`src/rtl/spike_decoder.sv`:
```
// Delta-modulation spike decoder: UP/DN spikes step a saturating signed accumulator,
// sampled every CLK_DIV cycles onto a valid/ready output. Optional decay: SPIKE_DECODER_LEAK_EN.
module spike_decoder #(
  parameter int                         DATA_W     = 32,
  parameter int                         CLK_DIV    = 1200000,
  parameter logic signed [DATA_W-1:0]   INIT_VAL   = '0,
  parameter int                         LEAK_SHIFT = 4
) (
  input  logic              clk_i,
  input  logic              rst_i,
  input  logic              enable_i,
  input  logic              load_i,
  input  logic              up_spike_i,
  input  logic              dn_spike_i,
  input  logic [DATA_W-1:0] delta_i,
  output logic [DATA_W-1:0] sample_o,
  output logic              valid_o,
  input  logic              ready_i,
  output logic              drop_o,
  output logic              sat_o
);

`ifdef SPIKE_DECODER_LEAK_EN
  localparam bit LEAK_ON = 1'b1;
`else
  localparam bit LEAK_ON = 1'b0;
`endif

  localparam int              CNT_W    = $clog2(CLK_DIV);
  localparam logic [CNT_W-1:0] CNT_LAST = CNT_W'(CLK_DIV - 1);
  // Two guard bits: delta is unsigned full width, so acc+delta can exceed DATA_W+1 signed.
  localparam int              EXT_W    = DATA_W + 2;
  localparam logic signed [EXT_W-1:0]  EXT_MAX = {{3{1'b0}}, {(DATA_W-1){1'b1}}};
  localparam logic signed [EXT_W-1:0]  EXT_MIN = {{3{1'b1}}, {(DATA_W-1){1'b0}}};
  localparam logic signed [DATA_W-1:0] SAT_MAX = {1'b0, {(DATA_W-1){1'b1}}};
  localparam logic signed [DATA_W-1:0] SAT_MIN = {1'b1, {(DATA_W-1){1'b0}}};

  typedef enum logic {S_IDLE, S_RUN} state_t;

  state_t                    r_state;
  logic [CNT_W-1:0]          r_div_cnt;
  logic signed [DATA_W-1:0]  r_acc;
  logic [DATA_W-1:0]         r_sample;
  logic                      r_valid;
  logic                      r_drop;
  logic                      r_sat;

  logic                      w_run;
  logic                      w_tick;
  logic                      w_up;
  logic                      w_dn;
  logic signed [DATA_W:0]    w_acc_x;
  logic signed [DATA_W:0]    w_init_x;
  logic signed [DATA_W:0]    w_diff;
  logic signed [DATA_W:0]    w_decay;
  logic signed [DATA_W:0]    w_decayed;
  logic signed [EXT_W-1:0]   w_base_x;
  logic signed [EXT_W-1:0]   w_delta_x;
  logic signed [EXT_W-1:0]   w_sum;
  logic                      w_hi;
  logic                      w_lo;
  logic signed [DATA_W-1:0]  w_next;

  assign w_run  = (r_state == S_RUN);
  assign w_tick = w_run && (r_div_cnt == CNT_LAST);
  assign w_up   = up_spike_i & ~dn_spike_i;
  assign w_dn   = dn_spike_i & ~up_spike_i;

  // Decay toward INIT_VAL happens first on a tick; the spike step is applied on top.
  always_comb begin
    w_acc_x   = {r_acc[DATA_W-1], r_acc};
    w_init_x  = {INIT_VAL[DATA_W-1], INIT_VAL};
    w_diff    = w_acc_x - w_init_x;
    w_decay   = w_diff >>> LEAK_SHIFT;
    w_decayed = w_acc_x - w_decay;
    w_base_x  = (LEAK_ON && w_tick) ? EXT_W'(w_decayed) : EXT_W'(w_acc_x);
    w_delta_x = {2'b00, delta_i};
    w_sum     = w_base_x;
    if (w_up)      w_sum = w_base_x + w_delta_x;
    else if (w_dn) w_sum = w_base_x - w_delta_x;
    w_hi   = (w_sum > EXT_MAX);
    w_lo   = (w_sum < EXT_MIN);
    w_next = w_sum[DATA_W-1:0];
    if (w_hi)      w_next = SAT_MAX;
    else if (w_lo) w_next = SAT_MIN;
  end

  always_ff @(posedge clk_i or negedge rst_i) begin
    if (!rst_i) begin
      r_state   <= S_IDLE;
      r_div_cnt <= '0;
      r_acc     <= INIT_VAL;
      r_sample  <= '0;
      r_valid   <= 1'b0;
      r_drop    <= 1'b0;
      r_sat     <= 1'b0;
    end else begin
      case (r_state)
        S_IDLE: if (enable_i)  r_state <= S_RUN;
        S_RUN:  if (!enable_i) r_state <= S_IDLE;
        default: r_state <= S_IDLE;
      endcase

      if (!w_run || !enable_i || w_tick) r_div_cnt <= '0;
      else                               r_div_cnt <= r_div_cnt + CNT_W'(1);

      if (load_i)     r_acc <= INIT_VAL;
      else if (w_run) r_acc <= w_next;

      if (load_i)                 r_sat <= 1'b0;
      else if (w_run && (w_hi || w_lo)) r_sat <= 1'b1;

      // Capture uses the pre-update accumulator; a tick beats a same-cycle transfer.
      if (w_tick) begin
        r_sample <= r_acc;
        r_valid  <= 1'b1;
      end else if (r_valid && ready_i) begin
        r_valid  <= 1'b0;
      end

      if (load_i)                             r_drop <= 1'b0;
      else if (w_tick && r_valid && !ready_i) r_drop <= 1'b1;
    end
  end

  assign sample_o = r_sample;
  assign valid_o  = r_valid;
  assign drop_o   = r_drop;
  assign sat_o    = r_sat;

endmodule
```
`config.mk`:
```
export PLATFORM = sky130hd
export DESIGN_NAME = spike_decoder
export DESIGN_NICKNAME = d
export VERILOG_FILES = /design/src/rtl/spike_decoder.sv
export SDC_FILE = /design/constraint.sdc
export NUM_CORES = 1
export LEC_CHECK = 0
export BUFFER_PORTS_ARGS = -buffer_cell sky130_fd_sc_hd__buf_2
export CORE_ASPECT_RATIO = 1.2
export CORE_UTILIZATION = 55
export DETAILED_ROUTE_END_ITERATION = 10
export GPL_ROUTABILITY_DRIVEN = 0
export PLACE_DENSITY = 0.75
export SETUP_SLACK_MARGIN = 0.1
export SLEW_MARGIN = 30
export SYNTH_ARGS = -nofsm -noshare
export SYNTH_HDL_FRONTEND = slang
export SYNTH_SLANG_ARGS = --single-unit
```
`constraint.sdc`:
```
create_clock -name clk_i -period 4.2 [get_ports clk_i]
set_input_delay 0.21 -clock clk_i [delete_from_list [all_inputs] [get_ports clk_i]]
set_output_delay 0.21 -clock clk_i [all_outputs]
set_load 0.01 [all_outputs]
```
==> Word level (Yosys, flattened, before mapping) <==
Index checks and enable logic that the tools add are counted.
{ "classes": {"n_eq_ne": 1, "n_reduce_logical": 15, "muxes": 14, "addsub": 3, "order_cmp": 2, "bitwise_logic": 4} }
{ "ops": {"columns": ["op", "n"], "rows": [
  ["$mux 32", 4],
  ["$mux 34", 2],
  ["$add 32x33->34", 1],
  ["$gt 34x32->1 const B", 1],
  ["$lt 34x32->1 const B", 1],
  ["$sub 32x33->34", 1],
  ["$add 21x1->21 const B", 1],
  ["$eq 21x21->1 const B", 1],
  ["$mux 21", 1],
  ["$reduce_bool 2->1", 4],
  ["$mux 1", 7],
  ["$logic_and 1x1->1", 5],
  ["$logic_not 1->1", 3],
  ["$logic_or 1x1->1", 3],
  ["$and 1x1->1", 2],
  ["$not 1->1", 2]
]} }
{ "totals": {"register_bits": 89, "wordCells": 46, "output_inout_bits": 35, "inputBits": 39} }

==> Depth between registers and ports, before layout <==
Gate-level depths: netlist (run 1).
{ "logic_depth": {"depth_word": 9, "ltp_mapped": 15, "depth_no_buf": 14} }

==> Worst setup path after synthesis (run 1) <==
Ideal clock, no wire load.
{ "synth_timing": {"path_type": "flip-flop to flip-flop", "from": "register r_acc[0]", "to": "register r_acc[26]", "path_slack_ns": 0.908, "setup_ns": 0.122, "period_less_slack_ns": 3.292, "required_ns": 4.078, "n_path_buf": 0, "t_arrival_ns": 3.171, "path_stages_with_launch": 14, "path_cell_list": "dfrtp_1 > ha_1 > inv_1 > fa_1 > o21bai_1 > o2111ai_1 > a31oi_1 > a221o_2 > nand4_1 > a21o_1 > o22ai_1 > o22ai_1 > a221o_1 > a32o_1"} }
{ "synth_between": {"elab_chain_len": 8, "word_cells_on_any_way": 10, "cone_classes": "2 x add/sub; 2 x order compare; 6 x mux"} }
{ "synth_rtl": {"columns": ["element", "line", "rtl"], "rows": [
  ["start, declared", "42", "logic signed [DATA_W-1:0] r_acc;"],
  ["start signal, assigned", "108", "else if (w_run) r_acc <= w_next;"],
  ["$sub 32x33->34", "80", "else if (w_dn) w_sum = w_base_x - w_delta_x;"],
  ["$mux 34", "80", null],
  ["$mux 34 *", "79", "if (w_up) w_sum = w_base_x + w_delta_x;"],
  ["$lt 34x32->1", "82", "w_lo = (w_sum < EXT_MIN);"],
  ["$mux 32", "85", "else if (w_lo) w_next = SAT_MIN;"],
  ["$mux 32 *", "84", "if (w_hi) w_next = SAT_MAX;"],
  ["$mux 32 *", "108", null],
  ["$mux 32 *", "107", "if (load_i) r_acc <= INIT_VAL;"]
]} }
Mark *: on every way between the ends. The rest lies on a longest branch, timed or not. The select of a mux whose other input is x is not followed.
A chain may end at the register's enable or synchronous reset.

==> Final worst setup path (run 1) <==
{ "layout_timing": {"from": "register r_acc[12]", "to": "register r_acc[26]"} }
The elaborated chain is that of the path after synthesis.

==> results of run 1 <==
worst max-delay path: cells and delay by family (launching register included):
kind	cells	cell delay [ns]
adder cells (fa/ha/maj)	1	0.41
AND/OR/NAND/NOR	1	0.24
buffers and inverters	1	0.28
AO/OA/AOI/OAI	8	2.15
flip-flops	1	0.45
multiplexers	1	0.34
registers in the layout (all words and copies together), names as in the netlist:
register and flops:
drop_o 1, r_acc 32, r_div_cnt 21, r_state 1
sample_o 32, sat_o 1, valid_o 1
worst paths after layout:
kind,startpoint,to,slack [ns],cells past startpoint
worst max register to register,r_acc[12],r_acc[26],0.20,12
min in group asynchronous,rst_i,sample_o[22],0.40,2
worst min-delay path,ready_i,valid_o,0.14,3
worst max-delay path,r_acc[12],r_acc[26],0.20,12
max in group asynchronous,rst_i,r_div_cnt[1],2.78,3
worst min register to register,sample_o[26],sample_o[26],0.46,2
cells by family (layout without fill, tap and decap cells):
kind of cell / count (synthesis) / in the layout / synth area share, %
compound gates: 371 / 371 / 30.6
fa+ha+maj: 68 / 68 / 10.4
mux: 5 / 5 / 0.694
simple gates: 404 / 404 / 22.1
buf+inv: 147 / 201 / 6.94
flops: 89 / 89 / 26.9
xor+xnor: 22 / 22 / 2.32
power by group:
part	switching, uW	leakage, uW	total, uW	internal, uW
Combinational	730	0.00306	1160	430
Sequential	64.6	0.00122	959	895
Clock	422	0.000140	842	420
through the flow:
step | power [uW] | utilization (%) | cells | cell area (sq um)
2_1_floorplan | 1760 | - | 1106 | 8290
3_3_place_gp | 2060 | 61.1 | 1342 | 8890
3_5_place_dp | 2070 | 61.2 | 1342 | 8890
4_1_cts | 2920 | 63.4 | 1360 | 9210
5_1_grt | 3110 | 63.7 | 1360 | 9260
6_report | 2960 | 63.7 | 1360 | 9260
cell type report:
type                       instances  area (sq um)  area share [%]
sequential                        89          2230            24.1
timing repair buffer             107           641            6.92
clock inverter                     7          76.3           0.825
inverter                          78           293            3.16
clock buffer                       9           225            2.43
tap                              200           250            2.70
multi-input combinational        870          5540            59.9
routing by layer:
metal	vias to the layer above	wire [um]	global-route usage, %
met3	107	2520	5.36
li1	4078	-	-
met2	498	11900	56.1
met5	-	0	0
met4	0	1210	17.5
met1	4078	10500	45.0
cell usage after synthesis, types with 8 or more instances:
library cell  count  area [sq um]
nand2_1         172           646
nor2_1          106           398
a21oi_1          98           490
dfrtp_1          89          2230
inv_1            77           289
ha_1             66           826
o21ai_0          58           290
clkbuf_1         50           188
a211oi_1         25           188
nor3_1           20           100
nand3_1          19          95.1
a21o_1           17           128
nor2b_1          16           100
o211ai_1         15           113
o22ai_1          15          93.8
and3_1           13          81.3
a31oi_1          12          75.1
buf_2            12          60.1
o21bai_1         12          90.1
xor2_1           12           105
nand2b_1         11          68.8
and2_1           10          62.6
xnor2_1          10          87.6
a22oi_1           8          60.1
timing repair:
action                                  CTS  global route
hold buffers                              2             0
hold endpoints to repair                 45             0
endpoints found under the setup margin    0            13
resized for setup                         0            10
==> flow_summary.yaml, run 1 <==
clock_network:
  cts.sinks: 89
  cts_setup_buffers: 0
  htreeDepth: 3
  cts_root_buf: "clkbuf_16"
  clock_path_buffers: 2
  clk_latency_ns: 0.36
  clkTransAtPathRegs_ns: 0.08
  cts_buffers: 9
  cts_tree: "built"
final_layout:
  final_cell_mix: "nand2_1, nor2_1, a21oi_1, dfrtp_1, inv_1"
  layout-drive-gt1-share_pct: 13.4
  final_nets: 1262
  n_antenna_cell: 0
  synthToLayoutAreaGrowth_pct: 11.6
  fillers: 1290
  final_common_cell: "nand2_1"
floorplanning:
  die_area_sq_um: 15600
  core_sq_um: 14500
  ios: 74
  row_count: 48
  start_util_pct: 57.0
  die_h_um: 136
  die_x_um: 114
timing:
  relSlewSlack_pct: 33.5
  tightest_slew_ns: 0.998
  rsz0062_at_grt: "true"
  final_max_slew_viol_count: 0
  setup_viol: 0
  fmax_mhz: 250
  fin_crit_sh_pct: 95.3
  hold_viol: 0
  worst_clock_skew_ns: 0.00980
  hold_slack_ns: 0.136
  fin_crit_ns: 4.00
  final.setup.worst_slack_ns: 0.198
  tns_ns: 0
logic_synthesis:
  synthArstFlopShare_pct: 100
  synth-seq-cells: 89
  synthFlopType: "dfrtp_1"
  synth.distinct_cells: 84
  syn_area_sq_um: 8290
  syn_avg_cell_area_sq_um: 7.50
  synth_edf_count: 0
  synth_fp_nets: 1213
  ys_seq_area_share_pct: 26.9
  postSynthCellCount: 1106
  ys_warn_count: 0
worst_setup_path:
  cp_slowest_stage_delay_ns: 0.45
  crit_path_frequent_cell: "a221o_1"
  crit_chain: "ha_2 -> a21oi_1 -> o21ai_0 -> a221o_1 -> a21boi_0 -> nand3_1 -> o21ai_1 -> mux2i_2 -> o22ai_1 -> buf_4 -> a221o_1 -> a32o_1"
  required_ns: 4.44
  worstPathMaxFanout: 21
  critical_path.slowest_cell: "dfrtp_1"
  arrival_ns: 4.24
  cp-start-kind: "flop"
  cp-end-kind: "flop"
  critPathKind: "reg2reg"
worst_hold_path:
  hp-class: "in2reg"
global_routing:
  antenna_found_initial: 0
  grt_first_pass_wirelength_um: 42500
  track_usage_pct: 34.7
  grt_overflow: 0
  grt_max_degree: 46
  grt_pass1_vias: 8354
placed_design:
  io_buffers: 73
  hpwlAfterDp_um: 18300
  post-place-ws_ns: 0.233
route:
  drtAntennaViolNets: 0
  initialDrtViolationCount: 865
  wl_um: 26200
  drt-pass1-iter-count: 6
  wl_per_cell_um: 19.3
  vias_per_cell: 6.44
  vias: 8761
  drc: 0
status:
  status: "finished, final reports clean"
power:
  max-vdd-ir-drop_mv: 0.171
  leakage_uw: 0.00442
  power_density_nw_per_um2: 320
job:
  cap_violations: 0
Power figures use the tool's default switching activity.
==> run 2: changes to the inputs <==
--- a/config.mk
+++ b/config.mk
@@ -10,6 +10,7 @@
 export CORE_UTILIZATION = 55
 export DETAILED_ROUTE_END_ITERATION = 10
 export GPL_ROUTABILITY_DRIVEN = 0
+export GPL_TIMING_DRIVEN = 0
 export PLACE_DENSITY = 0.75
 export SETUP_SLACK_MARGIN = 0.1
 export SLEW_MARGIN = 30
==> flow_summary.yaml, run 2 (same netlist as run 1, synthesis figures left out) <==
status:
  status: "finished, final reports clean"
floorplanning:
  start_util_pct: 57.0
  ios: 74
  core_sq_um: 14500
  die_h_um: 136
  die_x_um: 114
  die_area_sq_um: 15600
  row_count: 48
global_routing:
  track_usage_pct: 36.2
  grt_overflow: 0
  grtUsageMet1_pct: 47.8
  grt_max_degree: 64
  grtUsageMet2_pct: 56.3
  gr-usage-met3_pct: 7.22
  grt_first_pass_wirelength_um: 43400
  antenna_found_initial: 0
  top_usage_layer: "met2"
  grt_pass1_vias: 8153
final_layout:
  layout-drive-gt1-share_pct: 12.3
  multi_input_area_sq_um: 5600
  postLayoutCellArea_sq_um: 9400
  fin_cells: 1399
  final_common_cell: "nand2_1"
  final_cell_mix: "nand2_1, nor2_1, a21oi_1, dfrtp_1, buf_2"
  synthToLayoutAreaGrowth_pct: 13.4
  n_antenna_cell: 0
  final_nets: 1301
  fillers: 1343
  regArea_sq_um: 2230
placed_design:
  place_area_sq_um: 8940
  post-place-ws_ns: -0.212
  placed_cells: 1379
  io_buffers: 72
  hpwlAfterDp_um: 20000
power:
  max-vdd-ir-drop_mv: 0.171
  p_sw_share_pct: 41.2
  p_comb_share_pct: 39.1
  clockPowerShare_pct: 29.0
  leakage_uw: 0.00444
  p_switching_uw: 1250
  power_density_nw_per_um2: 323
  p_seq_share_pct: 31.9
  p_int_uw: 1790
timing:
  relSlewSlack_pct: 32.8
  rsz0062_at_grt: "true"
  tightest_slew_ns: 1.00
  worst_clock_skew_ns: 0.00891
  final.setup.worst_slack_ns: 0.103
  final_max_slew_viol_count: 0
  fin_crit_sh_pct: 97.6
  tns_ns: 0
  fin_crit_ns: 4.10
  fmax_mhz: 244
  hold_viol: 0
  setup_viol: 0
worst_setup_path:
  required_ns: 4.44
  critPathKind: "reg2reg"
  worstPathMaxFanout: 10
  cp-end-kind: "flop"
  cp-start-kind: "flop"
  arrival_ns: 4.34
clock_network:
  clk_latency_ns: 0.37
  cts.sinks: 89
  cts_tree: "built"
  clkTransAtPathRegs_ns: 0.07
  clock_path_buffers: 2
  cts_buffers: 9
  htreeDepth: 3
  cts_root_buf: "clkbuf_16"
route:
  vias_per_cell: 6.41
  initialDrtViolationCount: 1110
  drtAntennaViolNets: 0
  wl_um: 27800
  drt-pass1-iter-count: 6
  vias: 8966
  wl_per_cell_um: 19.9
  drc: 0
job:
  cap_violations: 0
worst_hold_path:
  hp-class: "in2reg"
-- run 2: cell types whose count changed in the layout (fill, tap and decap cells not counted), moves of 3 or more --
cell      before  now
buf_4         32    3
buf_1          0    5
buf_2         72   83
clkbuf_2       0    3
clkbuf_1       0   47
inv_6          1    4
-- run 2: layout make-up --
| cell class | count | share of cell area (%) |
|---|---|---|
| Multi-Input combinational cell | 870 | 59.6 |
| Sequential cell | 89 | 23.7 |
| Timing Repair Buffer | 77 | 4.57 |
| Inverter | 78 | 3.12 |
| Buffer | 69 | 3.08 |
| Tap cell | 200 | 2.66 |
| Clock buffer | 9 | 2.40 |
| Clock inverter | 7 | 0.865 |
-- run 2: power by group through the flow --
stage          clock network [uW]  logic (uW)  registers [uW]
2_1_floorplan                   0         802             955
3_3_place_gp                    0        1090             980
3_5_place_dp                    0        1100             981
4_1_cts                       892        1120             964
5_1_grt                       924        1280             971
6_report                      882        1190             968
-- run 2: routing by layer --
layer	wire (um)	up-vias	part of all wire, %
met4	1550	0	5.6
li1	-	4158	-
met2	12100	595	44
met5	0	-	0
met1	11200	4063	40
met3	2970	150	11
-- run 2: through the flow --
step                power (uW)  utilization [%]  hold WS (ns)
floorplan                 1760                -       -0.0856
global route              3180             64.7         0.133
finish                    3040             64.7         0.126
detailed placement        2080             61.5        0.0993
global placement          2060             61.2         0.361
CTS                       2980             64.0         0.121
-- run 2: worst paths after layout --
check	to	slack, ns	from	cells after the start
setup / recovery	r_acc[20]	0.10	r_acc[11]	12
hold / removal	valid_o	0.13	ready_i	3
setup reg to reg	r_acc[20]	0.10	r_acc[11]	12
hold reg to reg	sample_o[19]	0.46	sample_o[19]	2
max in group asynchronous	r_acc[1]	3.30	rst_i	3
min in group asynchronous	r_acc[28]	0.27	rst_i	2
-- run 2: critical path: stages, from the launching register on --
cell and delay, ns:
dfrtp_1 0.47, ha_1 0.43, nor4_4 0.46, nand2_1 0.13
a2111oi_2 0.37, or4_4 0.27, o2111ai_2 0.17, a22oi_2 0.32
a41o_1 0.25, mux2_4 0.38, buf_6 0.18, a222oi_1 0.44
o21ai_1 0.10
-- run 2: repair_timing --
item,in CTS,in global routing
cloned,0,0
resized for setup,7,20
pin swaps,0,6
setup buffers,0,2
hold buffers,2,0
setup endpoints to repair,31,31
endpoints found under the hold margin,27,0
